$ cat src/rtl/gps_ca_pkg.sv
// ============================================================================
// gps_ca_pkg : shared constants, LFSR masks and PRN phase-select table for the
//              GPS L1 C/A code generator.
// Revision   : 1.0 - initial release
// ============================================================================
`default_nettype none

package gps_ca_pkg;

    localparam int         CA_CHIPS     = 1023;
    localparam logic [9:0] CA_LFSR_INIT = 10'h3FF;

    // Bit k-1 selects stage k: G1 = stages 3,10; G2 = stages 2,3,6,8,9,10.
    localparam logic [9:0] CA_G1_MASK   = 10'h204;
    localparam logic [9:0] CA_G2_MASK   = 10'h3A6;
    localparam logic [9:0] CA_G1_OUT    = 10'h200;

    typedef struct packed {
        logic [3:0] tap_a;
        logic [3:0] tap_b;
    } ca_taps_t;

    function automatic ca_taps_t ca_prn_taps(input logic [5:0] prn);
        logic [7:0] ab;
        ab = 8'h11;
        case (prn)
            6'd1:  ab = 8'h26;  6'd2:  ab = 8'h37;  6'd3:  ab = 8'h48;  6'd4:  ab = 8'h59;
            6'd5:  ab = 8'h19;  6'd6:  ab = 8'h2A;  6'd7:  ab = 8'h18;  6'd8:  ab = 8'h29;
            6'd9:  ab = 8'h3A;  6'd10: ab = 8'h23;  6'd11: ab = 8'h34;  6'd12: ab = 8'h56;
            6'd13: ab = 8'h67;  6'd14: ab = 8'h78;  6'd15: ab = 8'h89;  6'd16: ab = 8'h9A;
            6'd17: ab = 8'h14;  6'd18: ab = 8'h25;  6'd19: ab = 8'h36;  6'd20: ab = 8'h47;
            6'd21: ab = 8'h58;  6'd22: ab = 8'h69;  6'd23: ab = 8'h13;  6'd24: ab = 8'h46;
            6'd25: ab = 8'h57;  6'd26: ab = 8'h68;  6'd27: ab = 8'h79;  6'd28: ab = 8'h8A;
            6'd29: ab = 8'h16;  6'd30: ab = 8'h27;  6'd31: ab = 8'h38;  6'd32: ab = 8'h49;
            default: ab = 8'h11;
        endcase
        return ab;
    endfunction

    // Two distinct taps, so parity of the masked G2 state is g2[a] ^ g2[b].
    function automatic logic [9:0] ca_tap_mask(input ca_taps_t t);
        return (10'd1 << (t.tap_a - 4'd1)) | (10'd1 << (t.tap_b - 4'd1));
    endfunction

endpackage

`default_nettype wire

$ cat src/rtl/ca_lfsr10.sv
// ============================================================================
// ca_lfsr10 : 10-stage Fibonacci LFSR with feedback mask, load/step controls
//             and a masked-parity output tap.
// Revision  : 1.0 - initial release
// ============================================================================
`default_nettype none

import gps_ca_pkg::*;

module ca_lfsr10 (
    input  logic       clkin,
    input  logic       rst,
    input  logic [9:0] fb_mask_i,
    input  logic [9:0] out_mask_i,
    input  logic       step_i,
    input  logic       load_i,
    output logic       out_o
);

    logic [9:0] state_q;
    logic [9:0] state_d;

    // Bit 0 is stage 1; shifting moves data toward stage 10 (bit 9).
    always_comb begin
        state_d = state_q;
        if (load_i) begin
            state_d = CA_LFSR_INIT;
        end else if (step_i) begin
            state_d = {state_q[8:0], ^(state_q & fb_mask_i)};
        end
    end

    always_ff @(posedge clkin or posedge rst) begin
        if (rst) begin
            state_q <= CA_LFSR_INIT;
        end else begin
            state_q <= state_d;
        end
    end

    assign out_o = ^(state_q & out_mask_i);

endmodule

`default_nettype wire

$ cat src/rtl/gps_ca_code_gen.sv
// ============================================================================
// gps_ca_code_gen : GPS L1 C/A Gold-code generator advanced by chip_clk edges.
//                   CA_NAV_BIT_EN adds the 20 ms nav-bit counter (ms_cnt/bit_edge).
// Revision        : 1.0 - initial release
// ============================================================================
`default_nettype none

import gps_ca_pkg::*;

module gps_ca_code_gen #(
    parameter int NUM_PRN = 32,
    parameter int CHIPS   = CA_CHIPS
) (
    input  logic       clkin,
    input  logic       rst,
    input  logic       en,
    input  logic       chip_clk,
    input  logic [5:0] prn_sel,
    output logic       code_out,
    output logic [9:0] chip_idx,
    output logic       epoch,
    output logic       prn_err
`ifdef CA_NAV_BIT_EN
    ,
    output logic [4:0] ms_cnt,
    output logic       bit_edge
`endif
);

    localparam logic [9:0] c_LAST_CHIP = 10'(CHIPS - 1);
    localparam logic [5:0] c_MAX_PRN   = 6'(NUM_PRN);

    logic       chip_clk_q;
    logic [9:0] chip_idx_q, chip_idx_d;
    logic       epoch_q, epoch_d;
    logic [5:0] prn_q, prn_d;
    logic       w_adv, w_wrap;
    logic       w_g1_out, w_g2_out;
    logic [9:0] w_g2_mask;

    always_comb begin
        w_adv      = en & chip_clk & ~chip_clk_q;
        w_wrap     = w_adv & (chip_idx_q == c_LAST_CHIP);
        chip_idx_d = chip_idx_q;
        epoch_d    = 1'b0;
        prn_d      = prn_q;
        if (!en) begin
            chip_idx_d = '0;
            prn_d      = prn_sel;
        end else if (w_wrap) begin
            chip_idx_d = '0;
            epoch_d    = 1'b1;
            prn_d      = prn_sel;
        end else if (w_adv) begin
            chip_idx_d = chip_idx_q + 10'd1;
        end
    end

    always_ff @(posedge clkin or posedge rst) begin
        if (rst) begin
            chip_clk_q <= 1'b0;
            chip_idx_q <= '0;
            epoch_q    <= 1'b0;
            prn_q      <= 6'd1;
        end else begin
            chip_clk_q <= chip_clk;
            chip_idx_q <= chip_idx_d;
            epoch_q    <= epoch_d;
            prn_q      <= prn_d;
        end
    end

    assign w_g2_mask = ca_tap_mask(ca_prn_taps(prn_q));

    ca_lfsr10 u_g1 (
        .clkin      (clkin),
        .rst        (rst),
        .fb_mask_i  (CA_G1_MASK),
        .out_mask_i (CA_G1_OUT),
        .step_i     (w_adv & ~w_wrap),
        .load_i     (~en | w_wrap),
        .out_o      (w_g1_out)
    );

    ca_lfsr10 u_g2 (
        .clkin      (clkin),
        .rst        (rst),
        .fb_mask_i  (CA_G2_MASK),
        .out_mask_i (w_g2_mask),
        .step_i     (w_adv & ~w_wrap),
        .load_i     (~en | w_wrap),
        .out_o      (w_g2_out)
    );

    // Invalid PRN blanks the chip but the code phase keeps running.
    assign prn_err  = (prn_q == 6'd0) | (prn_q > c_MAX_PRN);
    assign code_out = ~prn_err & (w_g1_out ^ w_g2_out);
    assign chip_idx = chip_idx_q;
    assign epoch    = epoch_q;

`ifdef CA_NAV_BIT_EN
    logic [4:0] ms_cnt_q, ms_cnt_d;
    logic       bit_edge_q, bit_edge_d;

    always_comb begin
        ms_cnt_d   = ms_cnt_q;
        bit_edge_d = 1'b0;
        if (!en) begin
            ms_cnt_d = '0;
        end else if (w_wrap) begin
            if (ms_cnt_q == 5'd19) begin
                ms_cnt_d   = '0;
                bit_edge_d = 1'b1;
            end else begin
                ms_cnt_d = ms_cnt_q + 5'd1;
            end
        end
    end

    always_ff @(posedge clkin or posedge rst) begin
        if (rst) begin
            ms_cnt_q   <= '0;
            bit_edge_q <= 1'b0;
        end else begin
            ms_cnt_q   <= ms_cnt_d;
            bit_edge_q <= bit_edge_d;
        end
    end

    assign ms_cnt   = ms_cnt_q;
    assign bit_edge = bit_edge_q;
`endif

endmodule

`default_nettype wire
$ cat config.mk
export PLATFORM = sky130hd
export DESIGN_NAME = gps_ca_code_gen
export DESIGN_NICKNAME = d
export VERILOG_FILES = /design/src/rtl/gps_ca_pkg.sv /design/src/rtl/ca_lfsr10.sv /design/src/rtl/gps_ca_code_gen.sv
export SDC_FILE = /design/constraint.sdc
export NUM_CORES = 1
export LEC_CHECK = 0
export BUFFER_PORTS_ARGS = -buffer_cell sky130_fd_sc_hd__buf_2
export CAP_MARGIN = 10
export CORE_MARGIN = 5
export CORE_UTILIZATION = 45
export DETAILED_ROUTE_END_ITERATION = 6
export PLACE_DENSITY_LB_ADDON = 0.12
export RECOVER_POWER = 100
export SETUP_SLACK_MARGIN = 0.3
export SLEW_MARGIN = 10
export SYNTH_ARGS = -nofsm -noshare
export SYNTH_HDL_FRONTEND = slang
export SYNTH_SLANG_ARGS = --single-unit
export TNS_END_PERCENT = 30
$ cat constraint.sdc
create_clock -name clkin -period 11.2 [get_ports clkin]
set_input_delay 1.12 -clock clkin [delete_from_list [all_inputs] [get_ports clkin]]
set_output_delay 1.12 -clock clkin [all_outputs]
set_load 0.005 [all_outputs]
==> results.md <==
- The flow ran to the end, but the final reports show violations.
- The checks that failed: capacitance limit, slew limit.
- The post-layout minimum cycle time is 5.380 ns.
- The accumulated negative setup slack is 0 ns.
- Setup slack closes at 5.820 ns.
- In the final routed layout, each cell accounts on average for 15.23 um.
- The net count reported at finish is 292.
- The max-slew violation count was 39.
- The clock tree from TritonCTS is built.
- The core area is 0.005439 mm^2.
- The tree is rooted in a clkbuf_8.
- The number of nets with antenna violations after detailed routing is 0.
- The number of buffers added for setup after CTS is 0.
- After clock tree synthesis, the clock-pin slew on the worst setup and hold paths is 0.07 ns.
- The half-perimeter wire length after placement is 3617 um.
- Leaving out fill and tap cells, the most frequent cell in the layout is nand2_1.
- The filler cell count in the final layout is 522.
- The area used by multi-input combinational logic is 0.001403 mm^2.
- The DRC marker count from the first detailed-route iteration is 95.
- The switching part of the total power is 0.2977.
- The number of diodes added for antenna fixing is 0.
- The synthesis-to-layout area growth is 9.050%.
- The largest incremental delay on the critical path is 0.75 ns.
- The first-pass GRT wire length is 9108 um.
- Synthesis produced a netlist with a net count of 278.
- In this run the worst hold path is classified as reg -> reg.
- For this block, the via count after detailed routing is 1948.
- Gates resized during post-CTS repair numbered 0.
- The final estimated routing congestion in global placement is 0.8469.
- The worst setup path is captured at an output pin.
- The number of antenna violations at the first check in global routing is 0.
- In the synthesized netlist, the number of instances is 259.
- For the pin with the worst max-slew slack, the measured transition is 1.969 ns.
- The worst register-to-register path begins at chip_idx[0].
- In the global route stage, overall resource usage came out at 0.1568.
- At the later pin of the worst-skew pair, clock insertion delay measures 0.28 ns.
- Of the total power, registers draw 0.439.
- The routing usage on met3 is 0.02257.
- The first detailed-routing pass ran for 5 iterations.
- The combined buffer and inverter count along the critical path is 3.
- After floorplanning, the core was divided into 27 placement rows.
- The number of clock buffers inserted by TritonCTS is 5.
- For this configuration, the core starts out at a cell density of 0.4576.
- For the final database, setup skew stands at 0.005075 ns.
- The number of different library cells used by synthesis comes to 57.
- The mapped cell area is 0.002489 mm^2.
- The depth of the CTS H-tree is 2.
- The number of sinks on the clock net is 38.
- Tracing the worst setup path back leads to its startpoint at prn_q[0].
- Registers take 977.2 um^2.
- The most frequently used flop master after synthesis is dfstp_2.
- The worst hold path startpoint is u_g1.state_q[7].
- The cell at the slowest stage of the critical path is dfstp_1.
- Setup repair after global routing left no endpoint under its margin.
- Across the run, the number of max-cap violations was 1.
- The total routed wirelength is 5271 um.
- The required time reported for the critical path endpoint is 10.08 ns.
- For this run, global-route usage on met1 was measured as 0.2155.
- The die area is 0.007117 mm^2.
- The maximum operating frequency is 0.1859 GHz.
- STA classifies the critical path startpoint as a register.
- The synthesized design contains 0 enable-type register cells.
- In this run the worst path has a maximum fanout of 13.
- The share of power burned in the clock network is 0.288.
- The met2 layer usage reported by global route is 0.2539.
- Counting along the longest clock path gives a buffer depth of 2.
- Summed over all layers, the global routing overflow is 0.
- The layer carrying the most global-route usage is met2.
- The final hold violation count is 0.
- Power spread over the standard cell area amounts to 130.8 mW/mm^2.
- The critical path goes through inv_1 -> ha_1 -> inv_1 -> mux4_2 -> a221o_1 -> nor2_1 -> nand3b_1 -> a21boi_1 -> xor2_1 -> xnor3_1 -> xnor3_1 -> nor2_1 -> buf_2.
- On the critical path the largest part of the delay comes from XOR/XNOR gates.
- Total power for the finished layout comes to 0.3549 mW.
- The worst setup path category is reg -> out.
- The maximum number of pins on one net before global-route repair is 39.
- The relative slew slack is -0.3130.
- Of the synthesized area, sequential elements account for 0.3927.
- The cts-stage hold buffer count is 0.
- In the layout the commonest cells are 24 x nand2_1, 22 x nor2_1, 20 x dfstp_2.
- The share of cells above drive strength 1 is 0.1752.
- The per-instance average area after synthesis is 9.609 um^2.
- The number of global-route vias before repair is 1903.
- The leakage power summed over all cells is 1.093 nW.
- The chip height is 84.37 um.
- The count of buffers added on input and output ports is 22.
- Dividing the final minimum period by the clock period gives 0.4804.
- The die span in x is 84.37 um.
- The synthesized flop and latch total is 38.
- The fraction of registers with async set or reset after synthesis is 1.000.
- Prior to clock tree synthesis, the placed netlist has a worst setup slack of 6.295 ns.
- For this run, the number of Yosys warnings is 0.
- The net load switching power is 0.1057 mW.
- Setup violations remaining at the end of the flow were counted as 0.
- IR analysis of the VDD net gives a maximum drop of 0.00009235 V.
- The internal power of the cells totals 0.2493 mW.
- The DRC violation count after routing is 0.
- The worst endpoint data arrival time is 4.26 ns.
- The combinational share of power is 0.273.
- For this design the top-level I/O count stands at 23.
- The detailed-route vias per instance is 5.630.
[power by group through the flow]
stage / Combinational, mW / Clock, mW / Sequential [mW]
after floorplan: 0.0859 / 0 / 0.148
after detailed placement: 0.0978 / 0 / 0.158
final: 0.0970 / 0.102 / 0.156
after global placement: 0.0970 / 0 / 0.158
after global routing: 0.110 / 0.114 / 0.157
after CTS: 0.0981 / 0.106 / 0.156
[Yosys cell counts (3+ instances only)]
library cell / count / area [um^2]
nand2_1: 24 / 90.09
nand3_1: 6 / 30.03
dfstp_2: 21 / 551.8
o2bb2ai_1: 3 / 26.28
mux2_2: 3 / 33.78
nor3_1: 5 / 25.02
buf_2: 3 / 15.01
nand3b_1: 4 / 30.03
a211o_1: 3 / 26.28
nor3b_1: 3 / 22.52
clkbuf_1: 10 / 37.54
dfrtp_1: 17 / 425.4
nand4_1: 4 / 25.02
o21ai_0: 14 / 70.07
xnor2_1: 11 / 96.34
xor2_1: 10 / 87.58
nor2_1: 22 / 82.58
xnor3_1: 3 / 67.56
inv_1: 9 / 33.78
a21oi_1: 4 / 20.02
ha_1: 9 / 112.6
and3_1: 3 / 18.77
o22a_1: 18 / 157.7
a32o_1: 4 / 40.04
a31oi_1: 3 / 18.77
nand2b_1: 6 / 37.54
[through the flow]
step	util	area, um^2	instances	hold slack, ns
after global placement	0.4826	2625	338	0.5012
after detailed placement	0.4826	2625	338	0.5056
final	0.4990	2714	346	0.5129
after CTS	0.5013	2726	346	0.5163
after floorplan	-	2489	259	0.4974
after global routing	0.4990	2714	346	0.5277
[layer usage]
| metal | part of all wire | wire length (um) |
|---|---|---|
| met2 | 0.48 | 2527 |
| met4 | 0.014 | 74 |
| met1 | 0.48 | 2529 |
| met3 | 0.026 | 139 |
| met5 | 0 | 0 |
[flip-flops by register name, indices dropped and copies added, names as in the netlist]
signal and count:
chip_idx 10, u_g2.state_q 10, u_g1.state_q 10, prn_q 6, chip_clk_q 1, epoch 1
[worst paths after layout]
kind,to,slack [ns],depth (start not counted)
worst max register to register,chip_idx[1],8.85,6
worst max-delay path,code_out,5.82,13
min in group asynchronous,chip_idx[5],1.53,3
max in group asynchronous,chip_idx[3],8.54,3
worst min-delay path,u_g1.state_q[8],0.51,1
worst min register to register,u_g1.state_q[8],0.51,1
[cells by family after synthesis]
| kind of cell | share of synthesized area |
|---|---|
| AOI/OAI and AO/OA | 0.2167 |
| xor gates and xnor gates | 0.1011 |
| adders and majority gates | 0.04525 |
| buffers and inverters | 0.04373 |
| DFF | 0.3927 |
| muxes | 0.02665 |
| and+or+nand+nor | 0.1740 |
[cell type report]
| cell class | count | share of cell area |
|---|---|---|
| inverters | 10 | 0.01383 |
| clock buffers | 8 | 0.03734 |
| multi-input cells | 195 | 0.5168 |
| well taps | 72 | 0.03320 |
| flip-flops and latches | 38 | 0.3601 |
| repair buffers | 23 | 0.03873 |
(Power assumes the default switching activity.)
